### src/rtl/fib_sat_counter.sv
// Saturating up-counter with synchronous clear; clear wins over increment.
module fib_sat_counter #(
  parameter int CNT_W = 8
) (
  input  logic             clk,
  input  logic             clr,
  input  logic             inc,
  output logic [CNT_W-1:0] cnt
);

  function automatic logic [CNT_W-1:0] sat_inc(input logic [CNT_W-1:0] v);
    return (&v) ? v : v + CNT_W'(1);
  endfunction

  // Count accepted events, holding at all-ones.
  always_ff @(posedge clk) begin
    if (clr)      cnt <= '0;
    else if (inc) cnt <= sat_inc(cnt);
  end

endmodule

### config.mk
export PLATFORM = sky130hd
export DESIGN_NAME = fib_sat_counter
export DESIGN_NICKNAME = d
export VERILOG_FILES = /design/src/rtl/fib_sat_counter.sv
export SDC_FILE = /design/constraint.sdc
export NUM_CORES = 1
export LEC_CHECK = 0
export CORE_AREA = 8 8 45 47
export CTS_BUF_LIST = sky130_fd_sc_hd__clkbuf_4 sky130_fd_sc_hd__clkbuf_8
export DETAILED_ROUTE_END_ITERATION = 8
export DIE_AREA = 0 0 53 55
export GPL_TIMING_DRIVEN = 0
export PLACE_DENSITY = 0.55
export SYNTH_ARGS = -nofsm -noshare
export SYNTH_HDL_FRONTEND = slang
export SYNTH_SLANG_ARGS = --single-unit
### constraint.sdc
create_clock -name clk -period 3.1 [get_ports clk]
set_input_delay 0.775 -clock clk [delete_from_list [all_inputs] [get_ports clk]]
set_output_delay 0.775 -clock clk [all_outputs]
set_load 0.05 [all_outputs]
# [Word-level counts from Yosys, hierarchy flattened]
# Index checks and enable logic that the tools add are counted.
[op_classes] bitwise_logic=1 reduce_logical=2 add_sub_neg=1
[op_table] op="8-bit by 1-bit adder with 8-bit output (second input constant)" n=1
[op_table] op="8-bit AND reduction" n=1
[op_table] op="2-bit AND reduction" n=1
[op_table] op="1-bit NOT" n=1
[word_totals] regBits=8 out_inout_bits=8 elab_cells=5

# [Depth between registers and ports, before layout]
[depth] word_depth=3 ltp_mapped=4 depth_no_buf=4

# [Least setup slack after synthesis]
# No wires, ideal clock.
[synth_timing] path_type="register to register" from="register cnt[0]" to="register cnt[0]" required_ns=2.979 setup_slack_ns=1.381 arrival_time_ns=1.598 stages_incl_launch_ff=5 period_less_slack_ns=1.719 path_cell_list="dfxtp_1 ha_1 and3_1 a21boi_2 mux2_4"
[synth_via] elab_chain_len=3 elab_cells_between_ends=4 classes_between="add/sub (1); bitwise (1); reduce/logical (2)"
[synth_rtl] item="from (decl)" line_no="8" rtl="output logic [CNT_W-1:0] cnt"
[synth_rtl] item="from (signal assigned)" line_no="18" rtl="else if (inc) cnt <= sat_inc(cnt);"
[synth_rtl] item="parallel branches: the longest is 3 deep, another holds 8-bit by 1-bit adder with 8-bit output"
# Parallel ways; which one is timed is not known.
# A chain may end at the register's enable or synchronous reset.

# [Worst setup path in the final report]
[layout_timing] from="register cnt[2]" to="output port cnt[2]"
# No word-level cell between the ends.

==> flow_metrics.env <==
export IMPL_status="finished clean"
export IMPL_seqCellArea_um2=160
export IMPL_cts_tree="done"
export IMPL_place_congestion=0.721
export IMPL_rr_startpoint="cnt[0]"
export IMPL_fmax_ghz=0.424
export IMPL_post_cts_buffers=0
export IMPL_largest_registers="cnt (8)"
export IMPL_cts_hold_buffers=0
export IMPL_drive_above_1_share_pct=15.5
export IMPL_worst_slew_pin_transition_ns=0.497
export IMPL_yosysTopAreaCellShare_pct=36.4
export IMPL_dr_wl_met2_um=443
export IMPL_final_setup_viol_count=0
export IMPL_wl_met1_um=517
export IMPL_detail_route_wl_per_cell_um=14.1
export IMPL_die_w_um=53
export IMPL_num_rows=14
export IMPL_clock_root_buffer="clkbuf_4"
export IMPL_wl_met3_um=49
export IMPL_hold_violations=0
export IMPL_fin_skew_ns=0.00207
export IMPL_path_depth=1
export IMPL_yosys_cell_types_count=25
export IMPL_ios=11
export IMPL_finalCritPeriodShare_pct=76.2
export IMPL_first_pass_iters=2
export IMPL_slew_headroom_pct=66.8
export IMPL_cts_buffers=3
export IMPL_cts_sinks=8
export IMPL_synth_most_common_cell="dfxtp_1"
export IMPL_cp_cell_sequence="clkdlybuf4s50_1"
export IMPL_crit_path_end="cnt[2]"
export IMPL_ant_nets=0
export IMPL_reg2reg_depth=4
export IMPL_nets=64
export IMPL_timing_final_ws_setup_ns=0.739
export IMPL_cp_data_arrival_time_ns=1.59
export IMPL_fin_tns_setup_ns=0
export IMPL_grt_pass1_vias=364
export IMPL_power_leakage_uw=0.000217
export IMPL_area_growth_syn_to_layout_pct=32.4
export IMPL_critPathBufInv=1
export IMPL_synth_area_leaders="dfxtp_1 (36%), mux2_4 (6.8%), a211oi_1 (5.1%)"
export IMPL_largest_reg_flops=8
export IMPL_slew_violations=0
export IMPL_synth_area_per_cell_um2=9.79
export IMPL_start_util_pct=31.8
export IMPL_yosysSeqAreaShare_pct=36.4
export IMPL_drt_iter0_markers=6
export IMPL_htree_levels=1
export IMPL_min_path_type="reg2reg"
export IMPL_antennaDiodeCount=0
export IMPL_synth_commonest_cells="dfxtp_1 (8), a211oi_1 (3), a31oi_1 (3), nor2_1 (3), nor2b_1 (3)"
export IMPL_cts_buffer_depth=2
export IMPL_drc=0
export IMPL_port_buffers=10
export IMPL_crit_path_max_incr_delay_ns=0.86
export IMPL_regMostFlops="cnt"
export IMPL_synth_edf_count=0
export IMPL_r2r_end="cnt[0]"
export IMPL_power_density_mw_per_mm2=381
export IMPL_crit_type="reg2out"
export IMPL_cpLargestDelayFamily="buffers and inverters"
export IMPL_cp_required_ns=2.32
export IMPL_grt_max_degree=11
export IMPL_period_needed_ns=2.36
export IMPL_synth_nets=49
export IMPL_die_area_mm2=0.00292
export IMPL_clkLatencyLatePin_ns=0.25
export IMPL_ys_flop_type="dfxtp_1"
export IMPL_vias=408
export IMPL_syn_area_um2=440
export IMPL_place_ws_ns=1.02
export IMPL_grtUsageTotal_pct=7.77
export IMPL_grt_overflow=0
export IMPL_multi_input_area_um2=253
export IMPL_maxCapViolations=0
export IMPL_max_vdd_ir_drop_mv=0.144
export IMPL_cp_startpoint="cnt[2]"
export IMPL_synth_seq_cells=8
export IMPL_cts_repair_resized=0
export IMPL_die_height_um=55
export IMPL_fillCellCount=153
export IMPL_core_area_mm2=0.00138
export IMPL_yosysTopAreaCell="dfxtp_1"
export IMPL_yosys_warnings=0
export IMPL_crit_path_end_kind="primary output"
export IMPL_critPathLaunchType="flop"
export IMPL_cp_max_fo=8
export IMPL_grt_pass1_wl_um=1680
export IMPL_synth_async_reset_ratio_pct=0
export IMPL_crit_slowest_cell="clkdlybuf4s50_1"
export IMPL_r2r_slack_ns=1.58
export IMPL_synthCells=45
export IMPL_antenna_found_initial=0
export IMPL_via_per_inst=5.51
export IMPL_rsz0062_at_grt="false"
export IMPL_hpwl_um=746
export IMPL_wirelength_um=1040
export IMPL_path_clk_slew_ns=0.06
export IMPL_top_layer_used="met4"
## tightest hold or removal path, delay by kind of cell, from the launching register on
family	cells	cell delay, ns
DFF	1	0.34
muxes	1	0.06
and+or+nand+nor	1	0.08
## kinds of logic (layout without fill, tap and decap cells)
family                     count (synthesis)  after routing  share of synthesized area [%]
muxes                                      3              3                           9.09
AOI/OAI and AO/OA                         12             12                           21.0
adders and majority gates                  1              1                           2.84
DFF                                        8              8                           36.4
buffers and inverters                      3             16                           6.25
and+or+nand+nor                           18             18                           24.4
## layout make-up
class                      instances  share of cell area [%]
clock buffer                       3                    3.86
multi-input combinational         34                    43.3
sequential                         8                    27.5
buffer                             2                    4.08
inverter                           1                   0.644
tap                               16                    3.43
timing repair buffer              10                    17.2
## power breakdown
part | switching (uW) | total (uW) | internal, uW
clock network | 38.1 | 82.6 | 44.5
registers | 3.75 | 109 | 105
logic | 17.2 | 30.6 | 13.4
## worst min-delay path by stage
stage | slack [ns] | cells past startpoint | endpoint | from
after floorplan | 0.73 | 2 | cnt[1] | cnt[1]
after CTS | 0.53 | 2 | cnt[1] | cnt[1]
after global routing | 0.56 | 2 | cnt[1] | cnt[1]
after detailed placement | 0.52 | 2 | cnt[1] | cnt[1]
after global placement | 0.51 | 2 | cnt[1] | cnt[1]
final | 0.53 | 2 | cnt[1] | cnt[1]
## routing by layer
layer,GRT usage (%),vias up
met5,0,-
met4,7.76,0
met3,1.60,4
met2,10.9,9
met1,9.45,191
li1,-,204
## through the flow
stage,hold WS [ns],utilization [%],power (uW),area [um2],std cells
final,0.527,42.1,222,583,74
after detailed placement,0.519,40.5,142,561,71
after CTS,0.529,42.1,226,583,74
after floorplan,0.726,-,131,440,45
after global placement,0.510,40.5,142,561,71
after global routing,0.561,42.1,237,583,74
## layout by cell type (no fill, tap or decap)
| cell | n |
|---|---|
| clkdlybuf4s50_1 | 10 |
| dfxtp_1 | 8 |
| nor2b_1 | 3 |
| nor2_1 | 3 |
| a31oi_1 | 3 |
| a211oi_1 | 3 |
| clkbuf_4 | 3 |
| and3_1 | 2 |
| nand4_1 | 2 |
| mux2_4 | 2 |
| nand2b_1 | 2 |
| a311oi_1 | 2 |
| dlymetal6s2s_1 | 1 |
| and4_1 | 1 |
| buf_6 | 1 |
| a21oi_2 | 1 |
| nand2_1 | 1 |
| a21oi_1 | 1 |
| a21boi_2 | 1 |
| mux2i_1 | 1 |
| and4_2 | 1 |
| nor3_1 | 1 |
| nand3_1 | 1 |
| nor3b_1 | 1 |
| a41oi_1 | 1 |
| inv_1 | 1 |
| ha_1 | 1 |
(Power assumes the default switching activity.)
